**config.mk**
```make
export PLATFORM = sky130hd
export DESIGN_NAME = simd_issue_scheduler
export DESIGN_NICKNAME = d
export VERILOG_FILES = /design/src/rtl/simd_issue_scheduler_pkg.sv /design/src/rtl/simd_issue_scheduler_arbiter.sv /design/src/rtl/simd_issue_scheduler.sv
export SDC_FILE = /design/constraint.sdc
export NUM_CORES = 2
export LEC_CHECK = 0
export CAP_MARGIN = 20
export CORE_AREA = 2 2 409 411
export DETAILED_ROUTE_END_ITERATION = 8
export DIE_AREA = 0 0 411 413
export HOLD_SLACK_MARGIN = 0.15
export SYNTH_ARGS = -nofsm -noshare
export SYNTH_HDL_FRONTEND = slang
export SYNTH_HIERARCHICAL = 1
export SYNTH_SLANG_ARGS = --single-unit
```
**constraint.sdc**
```tcl
create_clock -name clk -period 8.3 [get_ports clk]
set_clock_uncertainty 0.2 [all_clocks]
set_input_delay 1.66 -clock clk [delete_from_list [all_inputs] [get_ports clk]]
set_output_delay 1.66 -clock clk [all_outputs]
set_load 0.05 [all_outputs]
```
**src/rtl/simd_issue_scheduler_pkg.sv**
```systemverilog
// Shared types and sizing for the SIMD per-lane issue scheduler.
// One decoded instruction is buffered per thread; the struct is the slot payload.
package simd_issue_scheduler_pkg;

    localparam int NUM_THREADS = 16;
    localparam int NUM_REGS    = 32;
    localparam int DATA_W      = 32;
    localparam int TID_W       = $clog2(NUM_THREADS);
    localparam int REG_W       = $clog2(NUM_REGS);

    typedef struct packed {
        logic [4:0]        funct4;
        logic [DATA_W-1:0] imm;
        logic [REG_W-1:0]  ad1;
        logic [REG_W-1:0]  ad2;
        logic [REG_W-1:0]  ad3;
        logic              use_imm;
        logic              is_int;
        logic              is_float;
        logic              we3;
    } issue_instr_t;

    // Register 0 is hardwired zero, so its scoreboard bit always reads clear.
    function automatic logic reg_busy(input logic [NUM_REGS-1:0] row,
                                      input logic [REG_W-1:0]    ad);
        return (ad != '0) && row[ad];
    endfunction

endpackage

```
**src/rtl/simd_issue_scheduler_arbiter.sv**
```systemverilog
// Round-robin arbiter: grants the first requester at or after ptr, wrapping.
module rr_arbiter #(
    parameter int N     = 16,
    parameter int IDX_W = (N > 1) ? $clog2(N) : 1
) (
    input  logic [N-1:0]     req,
    input  logic [IDX_W-1:0] ptr,
    output logic [N-1:0]     grant,
    output logic [IDX_W-1:0] grant_idx,
    output logic             any_grant
);

    localparam int SW = IDX_W + 1;

    logic [SW-1:0]    sum;
    logic [IDX_W-1:0] cand;

    always_comb begin
        grant     = '0;
        grant_idx = '0;
        any_grant = 1'b0;
        sum       = '0;
        cand      = '0;
        for (int i = 0; i < N; i++) begin
            sum = {1'b0, ptr} + SW'(i);
            if (sum >= SW'(N)) begin
                sum = sum - SW'(N);
            end
            cand = sum[IDX_W-1:0];
            if (!any_grant && req[cand]) begin
                any_grant   = 1'b1;
                grant[cand] = 1'b1;
                grant_idx   = cand;
            end
        end
    end

endmodule

```
**src/rtl/simd_issue_scheduler.sv**
```systemverilog
// Per-lane issue stage: one buffered instruction per thread, per-thread register
// scoreboard, round-robin selection of a hazard-free thread into the issue register.
module simd_issue_scheduler
    import simd_issue_scheduler_pkg::*;
(
    input  logic              clk,
    input  logic              rst_n,
    input  logic              in_valid,
    output logic              in_ready,
    input  logic [TID_W-1:0]  in_tid,
    input  logic [4:0]        in_funct4,
    input  logic [DATA_W-1:0] in_imm,
    input  logic [REG_W-1:0]  in_ad1,
    input  logic [REG_W-1:0]  in_ad2,
    input  logic [REG_W-1:0]  in_ad3,
    input  logic              in_use_imm,
    input  logic              in_is_int,
    input  logic              in_is_float,
    input  logic              in_we3,
    input  logic              lane_stall,
    output logic              iss_valid,
    output logic [TID_W-1:0]  iss_tid,
    output logic [4:0]        iss_funct4,
    output logic [DATA_W-1:0] iss_imm,
    output logic [REG_W-1:0]  iss_ad1,
    output logic [REG_W-1:0]  iss_ad2,
    output logic [REG_W-1:0]  iss_ad3,
    output logic              iss_use_imm,
    output logic              iss_is_int,
    output logic              iss_is_float,
    output logic              iss_we3,
    input  logic              wb_we,
    input  logic [REG_W-1:0]  wb_ad3,
    input  logic [TID_W-1:0]  wb_tid,
    output logic              idle
);

    issue_instr_t           slot_q [NUM_THREADS];
    logic [NUM_THREADS-1:0] slot_valid;
    logic [NUM_REGS-1:0]    sb [NUM_THREADS];
    logic [TID_W-1:0]       rr_ptr;

    issue_instr_t           iss_q;
    logic [TID_W-1:0]       iss_tid_q;
    logic                   iss_valid_q;

    issue_instr_t           in_instr;
    logic                   accept;
    logic [NUM_THREADS-1:0] accept_mask;
    logic [NUM_THREADS-1:0] eligible;
    logic [NUM_THREADS-1:0] req;
    logic [NUM_THREADS-1:0] grant;
    logic [TID_W-1:0]       grant_idx;
    logic                   any_grant;
    issue_instr_t           sel_instr;
    logic [TID_W-1:0]       next_ptr;
    logic [NUM_REGS-1:0]    set_mask;
    logic [NUM_REGS-1:0]    clr_mask;
    logic                   sb_any;

    // A slot that is issuing this cycle is still valid, so it cannot be refilled yet.
    assign in_ready = !slot_valid[in_tid];
    assign accept   = in_valid && in_ready;

    always_comb begin
        in_instr.funct4   = in_funct4;
        in_instr.imm      = in_imm;
        in_instr.ad1      = in_ad1;
        in_instr.ad2      = in_ad2;
        in_instr.ad3      = in_ad3;
        in_instr.use_imm  = in_use_imm;
        in_instr.is_int   = in_is_int;
        in_instr.is_float = in_is_float;
        in_instr.we3      = in_we3;
        accept_mask       = '0;
        if (accept) begin
            accept_mask[in_tid] = 1'b1;
        end
    end

    always_comb begin
        eligible = '0;
        for (int t = 0; t < NUM_THREADS; t++) begin
            eligible[t] = slot_valid[t]
                && !reg_busy(sb[t], slot_q[t].ad1)
                && (slot_q[t].use_imm || !reg_busy(sb[t], slot_q[t].ad2))
                && (!slot_q[t].we3 || !reg_busy(sb[t], slot_q[t].ad3));
        end
    end

    // Gating the requests with the stall keeps grant, slot clears and sb sets quiet.
    assign req = lane_stall ? '0 : eligible;

    rr_arbiter #(
        .N     (NUM_THREADS),
        .IDX_W (TID_W)
    ) u_rr_arbiter (
        .req       (req),
        .ptr       (rr_ptr),
        .grant     (grant),
        .grant_idx (grant_idx),
        .any_grant (any_grant)
    );

    assign sel_instr = slot_q[grant_idx];
    assign next_ptr  = (grant_idx == TID_W'(NUM_THREADS - 1)) ? '0 : grant_idx + 1'b1;

    always_comb begin
        set_mask = '0;
        clr_mask = '0;
        if (any_grant && sel_instr.we3 && (sel_instr.ad3 != '0)) begin
            set_mask[sel_instr.ad3] = 1'b1;
        end
        if (wb_we && (wb_ad3 != '0)) begin
            clr_mask[wb_ad3] = 1'b1;
        end
    end

    always_ff @(posedge clk or negedge rst_n) begin
        if (!rst_n) begin
            slot_valid <= '0;
        end else begin
            slot_valid <= (slot_valid & ~grant) | accept_mask;
        end
    end

    always_ff @(posedge clk) begin
        if (accept) begin
            slot_q[in_tid] <= in_instr;
        end
    end

    // Set is ORed in after the clear so a coincident set on the same bit wins.
    always_ff @(posedge clk or negedge rst_n) begin
        if (!rst_n) begin
            for (int t = 0; t < NUM_THREADS; t++) begin
                sb[t] <= '0;
            end
        end else begin
            for (int t = 0; t < NUM_THREADS; t++) begin
                sb[t] <= (sb[t] & ~((wb_tid == TID_W'(t)) ? clr_mask : '0))
                       | ((grant_idx == TID_W'(t)) ? set_mask : '0);
            end
        end
    end

    always_ff @(posedge clk or negedge rst_n) begin
        if (!rst_n) begin
            iss_valid_q <= 1'b0;
            iss_q       <= '0;
            iss_tid_q   <= '0;
            rr_ptr      <= '0;
        end else if (!lane_stall) begin
            iss_valid_q <= any_grant;
            if (any_grant) begin
                iss_q     <= sel_instr;
                iss_tid_q <= grant_idx;
                rr_ptr    <= next_ptr;
            end
        end
    end

    always_comb begin
        sb_any = 1'b0;
        for (int t = 0; t < NUM_THREADS; t++) begin
            sb_any = sb_any | (|sb[t]);
        end
    end

    assign idle = !(|slot_valid) && !iss_valid_q && !sb_any;

    assign iss_valid    = iss_valid_q;
    assign iss_tid      = iss_tid_q;
    assign iss_funct4   = iss_q.funct4;
    assign iss_imm      = iss_q.imm;
    assign iss_ad1      = iss_q.ad1;
    assign iss_ad2      = iss_q.ad2;
    assign iss_ad3      = iss_q.ad3;
    assign iss_use_imm  = iss_q.use_imm;
    assign iss_is_int   = iss_q.is_int;
    assign iss_is_float = iss_q.is_float;
    assign iss_we3      = iss_q.we3;

endmodule
```
### Word level (Yosys, flattened, before mapping)

Memories as Yosys holds them, arrays and structs flattened.
Cells that the tools add are included.

* $mul: 0
* div/mod/pow operators: 0
* mux-type cells: 271
* equal/unequal tests: 30
* magnitude comparators: 102
* add/subtract/negate cells: 32
* shift operators: 0
* reduce and logical (&&, ||, !) cells: 321
* bitwise gates (word level): 82

Operators by type and width (count)
* $mux W32: 34
* $and A32 B32 Y32: 16
* $not A32 Y32: 16
* $or A32 B32 Y32: 16
* $reduce_or A32 Y1: 16
* $lt A5 B6 Y1 const B: 50
* $mux W16: 18
* $or A16 B16 Y16: 16
* $reduce_bool A5 Y1: 50
* $bmux W1 S5: 48
* $logic_and A1 B1 Y1: 136
* $mux W4: 33
* $mux W1: 102
* $lt A4 B5 Y1 const B: 17
* $logic_not A1 Y1: 83
* $ge A5 B5 Y1 const B: 15
* $bmux W1 S4: 17
* $demux W1 S4: 17
* $ge A4 B1 Y1 const B: 17
* $eq A4 B4 Y1 const B: 16
* $sub A4 B1 Y4 const B: 16
* $add A4 B4 Y5 const B: 8
* $eq A4 B3 Y1 const B: 8
* $logic_or A1 B1 Y1: 32
* other kinds (16): 41

* word-level logic and storage cells: 868
* memories kept: 1
* bits in registers: 593
* input port bits: 74
* RAM bits: 896
* memory bits (read-only): 0
* bits in latches: 0
* output and inout bits: 63

Memories
* slot_q: depth 16, width 56, rd ports 17, clocked after memory_dff 0, wr ports 1, line simd_issue_scheduler.sv:38 `issue_instr_t slot_q [NUM_THREADS];`

### Longest topological paths before layout

An unclocked memory read counts as a cell.

* word-level depth: 65
* depth in mapped cells: 29
* gate-level depth less buffers: 20

### By module

The synthesis kept the hierarchy.

Modules (own cells, without submodules)
* simd_issue_scheduler: cells each 4614, area an instance 71539.9 um2, sequential area each 41745.0 um2, times used 1
* rr_arbiter: cells each 599, area an instance 4157.7 um2, sequential area each 0.0 um2, times used 1

### Least setup slack after synthesis

Ideal clock, no wire load.

* path type: input-to-reg
* from: input port lane_stall
* to: register sb[175] (netlist name)
* path buffers: 10
* stages on the path: 27
* setup time: 0.135 ns
* arrival time: 7.602 ns
* data required time: 7.965 ns
* setup slack: 0.364 ns
* path through: clkbuf_1 > nand3b_1 > a31oi_1 > o211ai_1 > o41ai_1 > o211a_1 > mux4_1 > mux4_1 > or3_1 > nor3_4 > and3_1 > buf_2 > buf_2 > nor3_1 > and3_1 > a21oi_1 > buf_6 > buf_4 > buf_4 > buf_1 > buf_2 > inv_1 > ha_1 > clkbuf_1 > nand2_1 > clkbuf_1 > o31ai_1

* word-level cells in the longest chain between the ends: 57
* elaborated cells on any way between the ends: 108
* classes of those cells: order compare: 2; eq/ne: 1; mux: 69; bitwise: 1; reduce/logical: 34; memory: 1

RTL lines
* from (decl): line simd_issue_scheduler.sv:20 `input logic lane_stall,`
* $mux W16 *: line simd_issue_scheduler.sv:92 `assign req = lane_stall ? '0 : eligible;`
* via req[9]: line simd_issue_scheduler.sv:51 `logic [NUM_THREADS-1:0] req;`
* $bmux W1 S4: line simd_issue_scheduler_arbiter.sv:30 `if (!any_grant && req[cand]) begin`
* $mux W1 (not written as such): line simd_issue_scheduler_arbiter.sv:30
* $mux W1: line simd_issue_scheduler_arbiter.sv:30
* $logic_not A1 Y1: line simd_issue_scheduler_arbiter.sv:30
* $logic_and A1 B1 Y1: line simd_issue_scheduler_arbiter.sv:30
* $mux W1: line simd_issue_scheduler_arbiter.sv:30
* [... 42 more ...]
* via grant_idx[0]: line simd_issue_scheduler.sv:53 `logic [TID_W-1:0] grant_idx;`
* $mem_v2 Z16 W56
* $lt A5 B6 Y1 (not written as such) / $ge A5 B1 Y1 (equally long branches): line simd_issue_scheduler.sv:112 `set_mask[sel_instr.ad3] = 1'b1;`
* $logic_and A1 B1 Y1 (not written as such): line simd_issue_scheduler.sv:112
* $mux W1 (not written as such): line simd_issue_scheduler.sv:112
* $demux W1 S5: line simd_issue_scheduler.sv:112
* $mux W32: line simd_issue_scheduler.sv:111 `if (any_grant && sel_instr.we3 && (sel_instr.ad3 != '0)) begin`
* $mux W32 *: line simd_issue_scheduler.sv:142 `| ((grant_idx == TID_W'(t)) ? set_mask : '0);`
* $or A32 B32 Y32 *: line simd_issue_scheduler.sv:142
* to (signal, indexed assignment): line simd_issue_scheduler.sv:141 `sb[t] <= (sb[t] & ~((wb_tid == TID_W'(t)) ? clr_mask : '0))`
* to (decl): line simd_issue_scheduler.sv:40 `logic [NUM_REGS-1:0] sb [NUM_THREADS];`

The timed path passes the listed nets; every way through them passes the cells marked *. The select of a mux whose other input is x is not followed.
A chain may end at the register's enable or synchronous reset.

### Worst setup path in the final report

* from: input port lane_stall
* to: register sb[153] (netlist name)

Same word-level chain as after synthesis.

==> out/summary.txt <==
FLOORPLANNING
------------------------------------------------------------------------------
Row cnt                                                                    150
Die Outline Area                                                     0.170 mm²
Die boundary height                                                     413 µm
Core outline area                                                    0.166 mm²
Die span in x                                                           411 µm
Top-level I/O count                                                        137
Effective utilization at floorplan                                       45.6%

DRT
------------------------------------------------------------------------------
Sum of routed wire length over all layers                               290 mm
Number of DRC markers in iteration 0                                      8565
Number of detailed-routing iterations run before antenna repair              8
DRC violation count after routing                                            0
Number of vias after detailed routing                                    55300
Count of nets left with antenna violations after detail routing              0
Via-per-instance ratio                                                    7.13
Detail-routed net length per standard cell                             37.3 µm

MIN PATH
------------------------------------------------------------------------------
WHS Path Cells                                                               0
Hold Crit Class                                                     reg -> reg

WORST SETUP PATH
------------------------------------------------------------------------------
Type of origin of the critical path                                  input pin
Critical path, cell by cell                                       clkdlybuf4s50_1 -> buf_4 -> buf_4 -> nand3b_1 -> a31oi_1 -> o211ai_1 -> o41ai_1 -> o211a_1 -> mux4_1 -> and4_1 -> a211o_1 -> nor4_2 -> nand4_4 -> buf_4 -> nor3b_2 -> nor2_1 -> a21oi_4 -> buf_12 -> mux4_2 -> mux4_2 -> or3b_4 -> buf_12 -> o31ai_1
Classification of the worst setup path                               in -> reg
Crit-path max FO                                                            33
Critical path data arrival time                                        8650 ps
R2R cell count                                                              23
Worst path most repeated cell                                     sky130_fd_sc_hd__buf_4
Critical path's top delay family                                  simple AND/OR/NAND/NOR gates
Worst Path Buf+Inv                                                           6
Worst endpoint required time                                           8780 ps
Sort of element at the end of the critical path                      flip-flop
Largest incremental delay on the critical path                          660 ps
Cell count along the critical path                                          23
CP max-delay cell                                                 sky130_fd_sc_hd__mux4_1

SYNTH
------------------------------------------------------------------------------
Mean post-synth cell area                                             14.5 µm²
Most instantiated cells after synthesis                           sky130_fd_sc_hd__edfxtp_1, sky130_fd_sc_hd__mux4_2, sky130_fd_sc_hd__dfrtp_1
Gate Count Post-Synth                                                     5213
Synthesized flop and latch total                                          1489
Share of the synthesized area in the top cell type                       35.5%
Top cells by area, synth                                          sky130_fd_sc_hd__edfxtp_1, sky130_fd_sc_hd__mux4_2, sky130_fd_sc_hd__dfrtp_1
Number of enable flip-flop cells after synthesis                           896
Number of nets produced by synthesis                                      5306
Distinct cells, synth                                                       97
Cell type with the highest aggregate area in the netlist          sky130_fd_sc_hd__edfxtp_1
Area of the mapped netlist                                          0.0757 mm²
Number of warnings reported in the yosys synthesis log                       6
Cell with the most instances after synthesis                      sky130_fd_sc_hd__edfxtp_1
Share of the yosys chip area belonging to registers                      55.1%
Main synth FF type                                                sky130_fd_sc_hd__edfxtp_1
Fraction of registers with async set or reset after synthesis            39.8%

CTS
------------------------------------------------------------------------------
Clock root buffer                                                 sky130_fd_sc_hd__clkbuf_16
Maximum level of the CTS H-tree                                              4
Bufs on Longest Clock Path                                                   3
Clock-pin transition on the worst setup and hold timing paths            60 ps
Num Clock Sinks                                                           1489
Insertion delay of the later-clocked pin in the worst-skew pair         840 ps
CTS Buf Count                                                              160
CTS tree                                                                 built

TIMING
------------------------------------------------------------------------------
Transition time of the tightest slew-check pin                         1230 ps
Final critical path time including I/O delays and setup                8170 ps
Setup repair after global routing missed its margin                         no
Number of endpoints failing setup at the final stage                         0
Highest achievable clock rate                                          122 MHz
Final number of max-transition violations                                    0
Remaining max-slew budget at the tightest pin                            18.0%
Hold Fails Final Rpt                                                         0
Period utilization                                                       98.5%

PLACEMENT
------------------------------------------------------------------------------
Half-perimeter wire length after detailed placement                     189 mm
Post-placement cell count                                                 7429
Gpl congestion                                                            1.04
Count of port buffers added during placement                               136

FINISH
------------------------------------------------------------------------------
Area growth syn-to-layout                                                15.7%
Number of non-filler instances in the completed layout                    7763
Final nets                                                                5488
Ratio of cells with drive above 1 in the final layout                    27.1%

GLOBAL ROUTE
------------------------------------------------------------------------------
Maximum number of pins on one net before global-route repair               118
Initial antenna violation count                                             32
Overflow left after global routing                                           0
Total Routing Usage GR                                                   34.0%
Number of global-route vias before repair                                53000
Wire length of the first global-routing pass                            410 mm

STATUS
------------------------------------------------------------------------------
Status                                                               completed

FLOW RUN
------------------------------------------------------------------------------
Maxcap violations                                                            0

-- area by class of cell --
class | instances | area (µm²)
antenna | 26 | 65.1
clock inverter | 79 | 903
multi-input combinational | 3171 | 32000
inverter | 62 | 233
clock buffer | 221 | 4500
timing repair buffer | 511 | 5450
sequential | 1489 | 41700
fill | 13600 | 78300
tap | 2204 | 2760
-- worst reg2reg max path, stage by stage (launching register included) --
cell                        delay (ps)
sky130_fd_sc_hd__edfxtp_1          800
sky130_fd_sc_hd__mux4_2            590
sky130_fd_sc_hd__mux4_2            480
sky130_fd_sc_hd__and3_1            190
sky130_fd_sc_hd__a31o_2            210
sky130_fd_sc_hd__a2111oi_2         880
sky130_fd_sc_hd__mux4_2            560
sky130_fd_sc_hd__and4_1            410
sky130_fd_sc_hd__or4_4             240
sky130_fd_sc_hd__nor4_1             60
sky130_fd_sc_hd__o311ai_0          120
sky130_fd_sc_hd__o311a_1           250
sky130_fd_sc_hd__o22a_1            160
sky130_fd_sc_hd__o211ai_1          100
sky130_fd_sc_hd__o311ai_0          140
sky130_fd_sc_hd__o211ai_1          290
sky130_fd_sc_hd__buf_12            250
sky130_fd_sc_hd__buf_4             170
sky130_fd_sc_hd__mux4_2            310
sky130_fd_sc_hd__mux4_2            270
sky130_fd_sc_hd__nand2_1            90
sky130_fd_sc_hd__or3b_4            530
sky130_fd_sc_hd__buf_12            210
sky130_fd_sc_hd__o31ai_1           370
-- per-layer routing --
metal / global-route usage [%] / routed length, µm / vias to the layer above
li1: - / - / 21800
met1: 47.9 / 113000 / 28900
met2: 48.0 / 125000 / 3937
met3: 10.6 / 36800 / 733
met4: 16.2 / 15300 / 16
met5: 0 / 113 / -
-- sequential cells by signal (all words and copies together) (netlist names) --
name,count
iss_we3,1
slot_valid,16
sb,512
iss_ad2,5
iss_use_imm,1
iss_ad3,5
iss_imm,32
iss_valid,1
iss_tid,4
slot_q,896
iss_funct4,5
rr_ptr,4
iss_is_float,1
iss_is_int,1
iss_ad1,5
-- placed cells by master (no fill, tap or decap), drive strengths merged, types with 56 or more instances in the layout --
| cell type | count |
|---|---|
| a21oi | 69 |
| buf | 379 |
| clkbuf | 222 |
| clkdlybuf4s50 | 131 |
| clkinv | 56 |
| dfrtp | 593 |
| edfxtp | 896 |
| inv | 69 |
| mux2i | 202 |
| mux4 | 681 |
| nand2 | 365 |
| nand3 | 80 |
| nand4 | 57 |
| nor2 | 89 |
| nor4 | 148 |
| o21ai | 536 |
| o31ai | 501 |
-- metrics by stage --
step | TNS, ps | utilization, % | worst slack [ps] | cell area, µm² | hold slack, ps
global placement | -285650 | 49.3 | -593 | 81800 | 165
global route | 0 | 52.8 | 42.0 | 87500 | 189
detailed placement | -258040 | 49.4 | -542 | 81900 | 168
floorplan | 0 | - | 364 | 75700 | 229
finish | 0 | 52.8 | 126 | 87600 | 179
CTS | 0 | 52.6 | 245 | 87300 | 181
-- cells by family (layout without fill, tap and decap cells) --
group           Yosys count  count (layout)  share of synthesized area (%)
mux                     912             912                           23.4
other cells               0              26                              0
simple gates            893             893                           6.00
fa+ha+maj                19              19                          0.314
xor+xnor                 13              13                          0.150
flops                  1489            1489                           55.1
compound gates         1334            1334                           11.9
buf+inv                 553             873                           3.08
-- timing repair --
action | in CTS | in global routing
hold buffers | 0 | 0
setup endpoints to repair | 0 | 506
resized for setup | 0 | 3
setup buffers | 0 | 2
-- final timing paths --
check	start	end	slack, ps
setup / recovery	lane_stall	sb[153]	130
hold / removal	sb[224]	sb[224]	180
setup reg to reg	slot_q[1][4]	sb[153]	230
hold reg to reg	sb[224]	sb[224]	180
max in group asynchronous	rst_n	iss_imm[23]	5660
min in group asynchronous	rst_n	sb[136]	720
Power is left out: the tool's default activity adds up to more than one toggle a clock period on the data nets, which glitch-free logic cannot reach.
